<file path="src/rtl/seg_scan_driver_if.sv">
`default_nettype none
// ============================================================================
// Module   : seg_scan_driver_if
// Brief    : Digit load bus and multiplexed display outputs of seg_scan_driver
// Revision : 1.0
// ============================================================================
interface seg_scan_driver_if #(
  parameter int DIGITS = 6
);
  logic                  load;
  logic [4*DIGITS-1:0]   data_in;
  logic [DIGITS-1:0]     dp_in;
  logic [DIGITS-1:0]     blank_in;
  logic [DIGITS-1:0]     seg_sel;
  logic [7:0]            seg_data;
  logic                  frame_done;

  modport master (
    output load, data_in, dp_in, blank_in,
    input  seg_sel, seg_data, frame_done
  );

  modport slave (
    input  load, data_in, dp_in, blank_in,
    output seg_sel, seg_data, frame_done
  );
endinterface
`default_nettype wire

</file>
<file path="src/rtl/seg_scan_driver.sv">
`default_nettype none
// ============================================================================
// Module   : seg_scan_driver
// Brief    : Time-multiplexed 7-segment scanner, double-buffered, with guard
// Revision : 1.0
// ============================================================================
module seg_scan_driver #(
  parameter int DIGITS         = 6,
  parameter int SCAN_DIV       = 50000,
  parameter int GUARD          = 16,
  parameter int SEL_ACTIVE_LOW = 1,
  parameter int SEG_ACTIVE_LOW = 1,
  parameter int LZ_SUPPRESS    = 0
) (
  input  logic               clk,
  input  logic               rst_n,
  seg_scan_driver_if.slave   bus
);

  localparam int CNT_W = $clog2(SCAN_DIV);
  localparam int IDX_W = (DIGITS > 1) ? $clog2(DIGITS) : 1;

  localparam logic [CNT_W-1:0]  c_CNT_MAX = CNT_W'(SCAN_DIV - 1);
  localparam logic [CNT_W-1:0]  c_GUARD   = CNT_W'(GUARD);
  localparam logic [IDX_W-1:0]  c_IDX_MAX = IDX_W'(DIGITS - 1);
  localparam logic [DIGITS-1:0] c_SEL_OFF = (SEL_ACTIVE_LOW != 0) ? '1 : '0;
  localparam logic [7:0]        c_SEG_OFF = (SEG_ACTIVE_LOW != 0) ? '1 : '0;

  logic [CNT_W-1:0]    div_cnt_q, div_cnt_d;
  logic [IDX_W-1:0]    idx_q, idx_d;
  logic [4*DIGITS-1:0] pend_data_q, pend_data_d, act_data_q, act_data_d;
  logic [DIGITS-1:0]   pend_dp_q, pend_dp_d, act_dp_q, act_dp_d;
  logic [DIGITS-1:0]   pend_blank_q, pend_blank_d, act_blank_q, act_blank_d;
  logic [DIGITS-1:0]   seg_sel_q, seg_sel_d;
  logic [7:0]          seg_data_q, seg_data_d;
  logic                frame_done_q, frame_done_d;

  logic                slot_wrap, frame_wrap, in_guard;
  logic [DIGITS-1:0]   lz_mask, sel_raw;
  logic [3:0]          cur_val;
  logic                cur_dp, cur_blank, cur_lz;
  logic [7:0]          seg_raw;

  function automatic logic [6:0] f_decode(input logic [3:0] v);
    case (v)
      4'h0: f_decode = 7'h3F;  4'h1: f_decode = 7'h06;
      4'h2: f_decode = 7'h5B;  4'h3: f_decode = 7'h4F;
      4'h4: f_decode = 7'h66;  4'h5: f_decode = 7'h6D;
      4'h6: f_decode = 7'h7D;  4'h7: f_decode = 7'h07;
      4'h8: f_decode = 7'h7F;  4'h9: f_decode = 7'h6F;
      4'hA: f_decode = 7'h77;  4'hB: f_decode = 7'h7C;
      4'hC: f_decode = 7'h39;  4'hD: f_decode = 7'h5E;
      4'hE: f_decode = 7'h79;  default: f_decode = 7'h71;
    endcase
  endfunction

  assign slot_wrap  = (div_cnt_q == c_CNT_MAX);
  assign frame_wrap = slot_wrap && (idx_q == c_IDX_MAX);
  assign in_guard   = (div_cnt_q < c_GUARD);

  // A digit is a leading zero when it and every more-significant digit are 0.
  for (genvar i = 0; i < DIGITS; i++) begin : g_lz
    if (i == 0) begin : g_lz_lsd
      assign lz_mask[i] = 1'b0;
    end else begin : g_lz_upper
      assign lz_mask[i] = (LZ_SUPPRESS != 0) && (act_data_q[4*DIGITS-1:4*i] == '0);
    end
  end

  always_comb begin
    div_cnt_d    = slot_wrap ? '0 : div_cnt_q + CNT_W'(1);
    idx_d        = idx_q;
    if (slot_wrap) begin
      idx_d = (idx_q == c_IDX_MAX) ? '0 : idx_q + IDX_W'(1);
    end
    pend_data_d  = pend_data_q;
    pend_dp_d    = pend_dp_q;
    pend_blank_d = pend_blank_q;
    if (bus.load) begin
      pend_data_d  = bus.data_in;
      pend_dp_d    = bus.dp_in;
      pend_blank_d = bus.blank_in;
    end
    act_data_d   = act_data_q;
    act_dp_d     = act_dp_q;
    act_blank_d  = act_blank_q;
    // A load coinciding with the wrap must reach the display this frame.
    if (frame_wrap) begin
      act_data_d  = bus.load ? bus.data_in  : pend_data_q;
      act_dp_d    = bus.load ? bus.dp_in    : pend_dp_q;
      act_blank_d = bus.load ? bus.blank_in : pend_blank_q;
    end
    frame_done_d = frame_wrap;
  end

  always_comb begin
    cur_val   = 4'h0;
    cur_dp    = 1'b0;
    cur_blank = 1'b1;
    cur_lz    = 1'b0;
    sel_raw   = '0;
    for (int i = 0; i < DIGITS; i++) begin
      if (idx_q == IDX_W'(i)) begin
        cur_val    = act_data_q[4*i +: 4];
        cur_dp     = act_dp_q[i];
        cur_blank  = act_blank_q[i];
        cur_lz     = lz_mask[i];
        sel_raw[i] = 1'b1;
      end
    end
    seg_raw = cur_blank ? 8'h00 : {cur_dp, (cur_lz ? 7'h00 : f_decode(cur_val))};
    if (in_guard) begin
      seg_raw = 8'h00;
      sel_raw = '0;
    end
    seg_sel_d  = sel_raw ^ c_SEL_OFF;
    seg_data_d = seg_raw ^ c_SEG_OFF;
  end

  always_ff @(posedge clk or negedge rst_n) begin
    if (!rst_n) begin
      div_cnt_q    <= '0;
      idx_q        <= '0;
      pend_data_q  <= '0;
      pend_dp_q    <= '0;
      pend_blank_q <= '1;
      act_data_q   <= '0;
      act_dp_q     <= '0;
      act_blank_q  <= '1;
      seg_sel_q    <= c_SEL_OFF;
      seg_data_q   <= c_SEG_OFF;
      frame_done_q <= 1'b0;
    end else begin
      div_cnt_q    <= div_cnt_d;
      idx_q        <= idx_d;
      pend_data_q  <= pend_data_d;
      pend_dp_q    <= pend_dp_d;
      pend_blank_q <= pend_blank_d;
      act_data_q   <= act_data_d;
      act_dp_q     <= act_dp_d;
      act_blank_q  <= act_blank_d;
      seg_sel_q    <= seg_sel_d;
      seg_data_q   <= seg_data_d;
      frame_done_q <= frame_done_d;
    end
  end

  assign bus.seg_sel    = seg_sel_q;
  assign bus.seg_data   = seg_data_q;
  assign bus.frame_done = frame_done_q;

endmodule
`default_nettype wire

</file>
<file path="src/flat_wrapper.sv">
// flat-port wrapper written by rule: the top's interface ports become plain ports
module seg_scan_driver_flat 
#(
  parameter int DIGITS         = 6,
  parameter int SCAN_DIV       = 50000,
  parameter int GUARD          = 16,
  parameter int SEL_ACTIVE_LOW = 1,
  parameter int SEG_ACTIVE_LOW = 1,
  parameter int LZ_SUPPRESS    = 0
)
  (clk, rst_n, bus_load, bus_data_in, bus_dp_in, bus_blank_in, bus_seg_sel, bus_seg_data, bus_frame_done);
  seg_scan_driver_if #(.DIGITS(DIGITS)) bus_i ();
  input  logic clk;
  input  logic rst_n;
  input wire logic [$bits(bus_i.load)-1:0] bus_load;
  input wire logic [$bits(bus_i.data_in)-1:0] bus_data_in;
  input wire logic [$bits(bus_i.dp_in)-1:0] bus_dp_in;
  input wire logic [$bits(bus_i.blank_in)-1:0] bus_blank_in;
  output wire logic [$bits(bus_i.seg_sel)-1:0] bus_seg_sel;
  output wire logic [$bits(bus_i.seg_data)-1:0] bus_seg_data;
  output wire logic [$bits(bus_i.frame_done)-1:0] bus_frame_done;
  assign bus_i.load = bus_load;
  assign bus_i.data_in = bus_data_in;
  assign bus_i.dp_in = bus_dp_in;
  assign bus_i.blank_in = bus_blank_in;
  assign bus_seg_sel = bus_i.seg_sel;
  assign bus_seg_data = bus_i.seg_data;
  assign bus_frame_done = bus_i.frame_done;
  seg_scan_driver #(.DIGITS(DIGITS), .SCAN_DIV(SCAN_DIV), .GUARD(GUARD), .SEL_ACTIVE_LOW(SEL_ACTIVE_LOW), .SEG_ACTIVE_LOW(SEG_ACTIVE_LOW), .LZ_SUPPRESS(LZ_SUPPRESS)) u_core (.clk(clk), .rst_n(rst_n), .bus(bus_i));
endmodule
</file>
<file path="config.mk">
export PLATFORM = sky130hd
export DESIGN_NAME = seg_scan_driver_flat
export DESIGN_NICKNAME = d
export VERILOG_FILES = /design/src/rtl/seg_scan_driver_if.sv /design/src/rtl/seg_scan_driver.sv /design/src/flat_wrapper.sv
export SDC_FILE = /design/constraint.sdc
export NUM_CORES = 1
export LEC_CHECK = 0
export CORE_ASPECT_RATIO = 0.7
export CORE_MARGIN = 2
export CORE_UTILIZATION = 55
export CTS_BUF_LIST = sky130_fd_sc_hd__clkbuf_8
export DETAILED_ROUTE_END_ITERATION = 10
export HOLD_SLACK_MARGIN = 0.06
export PLACE_DENSITY = 0.87
export SETUP_SLACK_MARGIN = 0.05
export SYNTH_ARGS = -nofsm -noshare
export SYNTH_HDL_FRONTEND = slang
export SYNTH_SLANG_ARGS = --single-unit
</file>
<file path="constraint.sdc">
create_clock -name clk -period 8.93 [get_ports clk]
set_input_delay 1.3395 -clock clk [delete_from_list [all_inputs] [get_ports clk]]
set_output_delay 1.3395 -clock clk [all_outputs]
set_load 0.05 [all_outputs]
</file>
After elaboration in Yosys (flattened, before gate mapping)
Memory sizes are Yosys's and may differ from the RTL's.
Index checks and enable logic that the tools add are counted.
{"block": "classes", "add_sub_neg": 2, "magnitude_cmp": 1, "n_eq_ne": 6, "mux": 32, "bitwise_logic": 2, "reduce_logical": 2}
{"cell": "$mux W24", "count": 1}
{"cell": "$mux W4", "count": 6}
{"cell": "$mux W1", "count": 18}
{"cell": "$mux W6", "count": 3}
{"cell": "$add A16 B1 Y16 const B", "count": 1}
{"cell": "$eq A16 B16 Y1 const B", "count": 1}
{"cell": "$lt A16 B5 Y1 const B", "count": 1}
{"cell": "$mux W16", "count": 1}
{"cell": "$mux W8", "count": 2}
{"cell": "$not A8 Y8", "count": 1}
{"cell": "$eq A3 B2 Y1 const B", "count": 2}
{"cell": "$eq A3 B3 Y1 const B", "count": 2}
{"cell": "$not A6 Y6", "count": 1}
{"cell": "$add A3 B1 Y3 const B", "count": 1}
{"cell": "$eq A3 B1 Y1 const B", "count": 1}
{"cell": "$logic_not A3 Y1", "count": 1}
{"cell": "$mux W3", "count": 1}
{"cell": "$logic_and A1 B1 Y1", "count": 1}
{"block": "word_totals", "register_bits": 106, "mem_bits_ro": 112, "in_bits": 39, "n_memories": 1}
{"memory": "(no name shown)", "depth": 16, "word_bits": 7, "read_ports": 1, "rd_ports_with_merged_regs": 0, "wr": 0, "line_no": "seg_scan_driver.sv:45", "rtl": "case (v)"}

Logic depth before layout (Yosys ltp)
Gate-level depths: netlist of the first run.
An unclocked memory read counts as a cell.
{"block": "depth", "word_depth": 11, "depth_mapped": 15}

Least setup slack after synthesis of the first run
OpenSTA, ideal clock, no wires.
{"block": "synth_path", "path_kind": "register to register", "start": "register u_core.idx_q[0]", "end": "register u_core.seg_data_q[3] (netlist: u_core.bus.seg_data[3])", "setup_ns": 0.094, "arrival_ns": 3.311, "t_required_ns": 8.836, "slack_ns": 5.526, "path_stages_with_launch": 15, "period_less_slack_ns": 3.404, "cell_sequence": "dfrtp_1 > buf_4 > buf_4 > buf_1 > and2_1 > ha_1 > clkbuf_1 > nor4b_1 > a21oi_1 > a22oi_1 > inv_1 > ha_1 > inv_1 > mux4_2 > nand2b_1"}
{"block": "synth_between", "elab_chain_len": 11, "word_cells_on_any_way": 22, "cone_classes": "eq/ne: 5; mux: 14; bitwise: 1; reduce/logical: 1; memory: 1"}
{"element": "start: declaration", "line_no": "seg_scan_driver.sv:30", "rtl": "logic [IDX_W-1:0] idx_q, idx_d;"}
{"element": "start signal: assignment", "line_no": "seg_scan_driver.sv:135", "rtl": "idx_q <= idx_d;"}
{"element": "$logic_not A3 Y1", "line_no": "seg_scan_driver.sv:103", "rtl": "if (idx_q == IDX_W'(i)) begin"}
{"element": "$mux W4 (6 in series)", "line_no": "seg_scan_driver.sv:103"}
{"element": "$mem_v2 Z16 W7"}
{"element": "$mux W8 *", "line_no": "seg_scan_driver.sv:111", "rtl": "seg_raw = cur_blank ? 8'h00 : {cur_dp, (cur_lz ? 7'h00 : f_decode(cur_val))};"}
{"element": "$mux W8 *", "line_no": "seg_scan_driver.sv:112", "rtl": "if (in_guard) begin"}
{"element": "$not A8 Y8 (no source line) *"}
{"element": "net u_core.seg_data_d[3]", "line_no": "seg_scan_driver.sv:35", "rtl": "logic [7:0] seg_data_q, seg_data_d;"}
{"element": "end signal: assignment", "line_no": "seg_scan_driver.sv:131", "rtl": "seg_data_q <= c_SEG_OFF;"}
{"element": "end signal: assignment", "line_no": "seg_scan_driver.sv:143", "rtl": "seg_data_q <= seg_data_d;"}
{"element": "end: declaration", "line_no": "seg_scan_driver.sv:35"}
Mark *: on every way through the listed nets, which the timed path passes. The rest lies on a longest branch.
A chain may end at the register's enable or synchronous reset.

Worst setup path in the final report of the first run
Same ends and word-level chain as after synthesis.

==> results.yml, run 1 <==
logic_synthesis:
  yosysWarningCount: 0
  syn-num-nets: 397
  synth_edf_count: 0
  synth-compound-area-share_pct: 4.299
  muxShareOfSynthArea_pct: 22.39
  syn_inst: 350
  synth_top_family_by_area: "multiplexers"
  synth-seq-area-share_pct: 56.25
  synth-simple-area-share_pct: 9.384
  synth_xor_area_share_pct: 2.752
  synthesis.area_mm2: 0.004773
  synthAdderAreaFrac_pct: 2.097
  synth-async-reset-ratio_pct: 100.0
  syn_avg_cell_area_um2: 13.64
  yosys_register_bits: 106
  synthFlopType: "dfrtp_1"
  synth_cell_types: 48
route:
  drt-vias-per-instance: 5.362
  wl_um: 8466
  drt_iter0_drc: 157
  drc: 0
  drtAntennaViolNets: 0
  dr.pass1.iters: 4
  dr_total_vias: 2815
  wl_per_cell_um: 16.13
setup_path:
  crit_type: "reg2reg"
  worstSetupStartpointType: "flop"
  r2r_start: "u_core.idx_q[0]"
  timing.rr.end: "u_core.bus.seg_data[3]"
  crit_required_ns: 9.20
  crit_path_max_fanout: 27
  rrSetupSlack_ns: 5.20
  cp_data_arrival_time_ns: 4.00
  ff2ff_path_depth: 10
  crit_path_end_kind: "flop"
  crit_path_end: "u_core.bus.seg_data[3]"
  startpoint: "u_core.idx_q[0]"
placement:
  finalWeightedCongestion: 0.8425
  hpwlAfterDp_um: 5878
  dp_cells: 509
  io_buffers: 53
  place_area_mm2: 0.005369
finish:
  final_cell_mix: "dfrtp_1, clkdlybuf4s50_1, mux2_2, mux2_4, dfstp_2"
  multi_input_area_mm2: 0.001953
  final_common_cell: "dfrtp_1"
  finalNonFillerCells: 525
  antennaDiodeCount: 0
  final_area_mm2: 0.005580
  fin_util_pct: 66.09
  regArea_mm2: 0.002685
  area_growth_pct: 16.91
  layout.nets: 447
  drive_gt1_share_pct: 31.11
  fillerInstances: 613
timing:
  finalCritPeriodShare_pct: 41.77
  drv_slew: 0
  clock.fmax_ghz: 0.2681
  setup_tns_ns: 0
  tightest_slew_ns: 1.097
  finalClockSkew_ns: 0.01559
  period_needed_ns: 3.730
  finalSetupViolCount: 0
  rsz0062_at_grt: "false"
  hold_viol_final: 0
  slew_headroom_pct: 26.84
clocking:
  post_cts_buffers: 0
  cts_buffers: 9
  cts_resized: 0
  cts_hold_buf: 0
  clk_pin_slew_ns: 0.09
  cts_sinks: 106
  cts_max_level: 3
  clk_latency_ns: 0.36
  cts_tree: "done"
  cts_buffer_depth: 2
  root_buffer: "clkbuf_8"
floorplan:
  die_x_um: 115.3
  rows: 28
  io_pins: 54
  die_h_um: 81.95
  start_util_pct: 56.54
  dieArea_mm2: 0.009452
  coreArea_mm2: 0.008443
pwr:
  peakVddDrop_v: 0.00008604
  power_density_mw_per_mm2: 167.1
  power_leakage_nw: 2.518
  finalPower_w: 0.0009325
global_routing:
  antenna_found_initial: 0
  grt_pass1_wl_um: 14070
  gr-total-overflow: 0
  track_usage_pct: 19.47
  grt_pass1_vias: 2755
  grt_max_degree: 92
status:
  status: "complete, no violations"
job:
  cap_violations: 0
hold_path:
  hp-class: "reg2reg"
## Yosys cell counts (3+ instances only)
library cell / count / share of area (%)
inv_1: 8 / 0.63
a21oi_1: 8 / 0.84
o21ai_0: 6 / 0.63
clkbuf_1: 3 / 0.24
mux2_2: 44 / 10
nand4_1: 5 / 0.66
nor2b_1: 6 / 0.79
nor2_1: 19 / 1.5
mux2i_1: 10 / 2.1
xnor2_1: 6 / 1.1
nand3_1: 9 / 0.94
nor3_1: 6 / 0.63
dfrtp_1: 80 / 42
buf_6: 3 / 0.71
buf_2: 3 / 0.31
nand2b_1: 3 / 0.39
xor2_1: 9 / 1.7
nand2_1: 17 / 1.3
buf_1: 4 / 0.31
ha_1: 8 / 2.1
dfstp_2: 26 / 14
buf_4: 4 / 0.63
mux2_4: 30 / 9.4
## routing by layer
layer / up-vias / track usage (%) / wire length, um
met5: - / 0 / 0
met4: 0 / 6.627 / 93
met3: 11 / 4.428 / 368
met2: 68 / 28.71 / 3693
met1: 1399 / 28.57 / 4312
li1: 1337 / - / -
## where the power goes
part	internal, W	leakage (nW)	switching [W]
clock	0.000147	0.112	0.000158
combinational	0.0000534	1.13	0.0000497
sequential	0.000513	1.28	0.0000110
total	0.000713	2.52	0.000219
## worst min-delay path by stage
stage,to,depth (start not counted),start
5_1_grt,u_core.pend_data_q[6],1,u_core.pend_data_q[6]
3_5_place_dp,u_core.pend_dp_q[4],1,u_core.pend_dp_q[4]
2_1_floorplan,u_core.div_cnt_q[0],1,u_core.div_cnt_q[0]
3_3_place_gp,u_core.div_cnt_q[0],1,u_core.div_cnt_q[0]
4_1_cts,u_core.div_cnt_q[0],1,u_core.div_cnt_q[0]
6_report,u_core.pend_dp_q[4],1,u_core.pend_dp_q[4]
## per-stage QoR
stage	setup slack, ns	hold WS [ns]
6_report	5.200	0.4988
3_3_place_gp	5.421	0.4713
2_1_floorplan	5.526	0.4547
3_5_place_dp	5.207	0.4857
5_1_grt	4.934	0.5235
4_1_cts	5.199	0.5014
## critical path: stages, from the launching register on
cell and delay (ns):
dfrtp_1 0.78, and2_1 0.37, ha_1 0.31, nor4b_1 0.48, a21oi_1 0.15, a22oi_1 0.44
inv_1 0.17, ha_1 0.32, inv_1 0.04, mux4_2 0.43, nand2b_1 0.15
## flip-flops by register name (all words and copies together), names as in the netlist
name / flops
u_core.pend_dp_q: 6
u_core.idx_q: 3
u_core.bus.frame_done: 1
u_core.act_blank_q: 6
u_core.div_cnt_q: 16
u_core.bus.seg_data: 8
u_core.act_data_q: 24
u_core.pend_data_q: 24
u_core.bus.seg_sel: 6
u_core.act_dp_q: 6
u_core.pend_blank_q: 6
## layout make-up
| class | instances | share of cell area (%) |
|---|---|---|
| inverter | 8 | 0.5381 |
| multi-input combinational | 219 | 35.00 |
| timing repair buffer | 56 | 9.865 |
| sequential | 106 | 48.12 |
| clock inverter | 5 | 1.076 |
| tap | 120 | 2.691 |
| clock buffer | 11 | 2.713 |
## kinds of logic after synthesis
group,after synthesis
XOR/XNOR,15
buffers and inverters,25
flip-flops,106
adder cells (fa/ha/maj),8
AO/OA/AOI/OAI,29
multiplexers,85
AND/OR/NAND/NOR,82
No activity file was read; power rests on OpenSTA's default activity.
==> run 2, diff against run 1 <==
- clock period: 8.93 -> 3.5 ns (I/O delays scaled with it)
==> run 2 against run 1 <==
Against the previous run:
- sequential cell count unchanged
- first-iteration DRC count up 54%
- worst setup slack got worse by 4.7 ns
- cell count is 0.76% higher
- sequential power grew to 2.6 times the previous value
==> results.yml, run 2 (synthesis gave the netlist of run 1 again) <==
global_routing:
  track_usage_pct: 20.03
  met1_usage_pct: 29.85
  use_met2_pct: 29.06
  grt_max_degree: 58
  busiest_layer: "met1"
  antenna_found_initial: 0
  grt_pass1_vias: 2817
  grt_pass1_wl_um: 14380
  gr-total-overflow: 0
  grt_use_met3_pct: 4.871
finish:
  top_regs: "u_core.act_data_q x24, u_core.pend_data_q x24, u_core.div_cnt_q x16"
  final_common_cell: "dfrtp_1"
  area_growth_pct: 17.98
  drive_gt1_share_pct: 32.03
  layout.nets: 451
  final_cell_mix: "dfrtp_1, clkdlybuf4s50_1, mux2_2, mux2_4, dfstp_2"
  antennaDiodeCount: 0
floorplan:
  die_h_um: 81.95
  io_pins: 54
  coreArea_mm2: 0.008443
  die_x_um: 115.3
  start_util_pct: 56.54
  rows: 28
  dieArea_mm2: 0.009452
timing:
  period_needed_ns: 3.045
  finalSetupViolCount: 0
  slew_headroom_pct: 38.44
  hold_viol_final: 0
  setup_tns_ns: 0
  rsz0062_at_grt: "false"
  finalCritPeriodShare_pct: 87.01
  tightest_slew_ns: 0.9234
  finalClockSkew_ns: 0.01491
  drv_slew: 0
  layout_setup_ws_ns: 0.4548
  clock.fmax_ghz: 0.3284
setup_path:
  crit_path_max_fanout: 17
  crit_type: "reg2reg"
  r2r_start: "u_core.idx_q[1]"
  crit_required_ns: 3.78
  ff2ff_path_depth: 9
  crit_path_end_kind: "flop"
  worstSetupStartpointType: "flop"
  startpoint: "u_core.idx_q[1]"
  cp_data_arrival_time_ns: 3.32
hold_path:
  hp-class: "in2async"
route:
  dr.pass1.iters: 4
  wl_um: 8653
  wl_per_cell_um: 16.36
  drtAntennaViolNets: 0
  drc: 0
  dr_total_vias: 2857
  drt-vias-per-instance: 5.401
  drt_iter0_drc: 242
pwr:
  power_density_mw_per_mm2: 422.5
  power_leakage_nw: 2.545
  peakVddDrop_v: 0.0001910
  finalPower_w: 0.002379
placement:
  dp_slack_ns: 0.4929
  hpwlAfterDp_um: 6134
  io_buffers: 53
  finalWeightedCongestion: 0.9413
clocking:
  root_buffer: "clkbuf_8"
  clk_pin_slew_ns: 0.11
  cts_hold_buf: 0
  cts_buffer_depth: 2
  cts_sinks: 106
  clk_latency_ns: 0.38
  cts_tree: "done"
  post_cts_buffers: 0
  cts_buffers: 9
  cts_resized: 0
  cts_max_level: 3
status:
  status: "complete, no violations"
job:
  cap_violations: 0
run 2: cell types whose count changed in the layout (fill, tap and decap cells not counted), sizes merged:
cell	before	now
inv	11	12
clkbuf	11	9
buf	4	8
clkinv	1	2
run 2: per-stage QoR:
step	area (um2)	hold slack (ns)	utilization (%)	std cells
floorplan	4773	0.2294	-	350
global placement	5424	0.4764	64.24	513
detailed placement	5424	0.4867	64.24	513
CTS	5632	0.1692	66.70	529
global route	5632	0.1864	66.70	529
finish	5632	0.1630	66.70	529
run 2: power by group:
group / switching (W) / internal (W) / total (W)
combinational: 0.000129 / 0.000138 / 0.000267
sequential: 0.0000266 / 0.00131 / 0.00134
clock: 0.000430 / 0.000346 / 0.000776
run 2: path summary, 6_finish.rpt:
kind	end	slack, ns
setup / recovery	u_core.bus.seg_data[3]	0.45
hold / removal	u_core.pend_data_q[2]	0.16
setup reg to reg	u_core.bus.seg_data[3]	0.45
hold reg to reg	u_core.div_cnt_q[0]	0.50
max in group asynchronous	u_core.bus.seg_sel[4]	2.57
min in group clk	u_core.div_cnt_q[0]	0.50
run 2: per-layer routing:
layer | vias to the layer above | wire [um]
met4 | 0 | 97
met5 | - | 0
met1 | 1411 | 4228
li1 | 1338 | -
met3 | 10 | 555
met2 | 98 | 3771
run 2: area by class of cell:
cell class / instances / area, um2
Clock inverter: 7 / 83.83
Tap cell: 120 / 150.1
Inverter: 8 / 30.03
Sequential cell: 106 / 2685
Timing Repair Buffer: 60 / 605.6
Multi-Input combinational cell: 219 / 1953
Clock buffer: 9 / 123.9
Fill cell: 607 / 2811
run 2: worst max-delay path, stage by stage (launching register included):
cell      delay (ns)
dfrtp_1         0.56
and2_1          0.22
ha_1            0.19
buf_4           0.17
a221o_1         0.31
o22ai_1         0.45
inv_1           0.15
ha_1            0.27
mux4_2          0.47
nand2b_1        0.16
==> run 3, diff against run 2 <==
- ABC_CLOCK_PERIOD_IN_PS: default -> 3500
- CAP_MARGIN: default -> 10
==> results of run 3 <==
The final DEF is identical to that of run 2; final timing and power are the same.
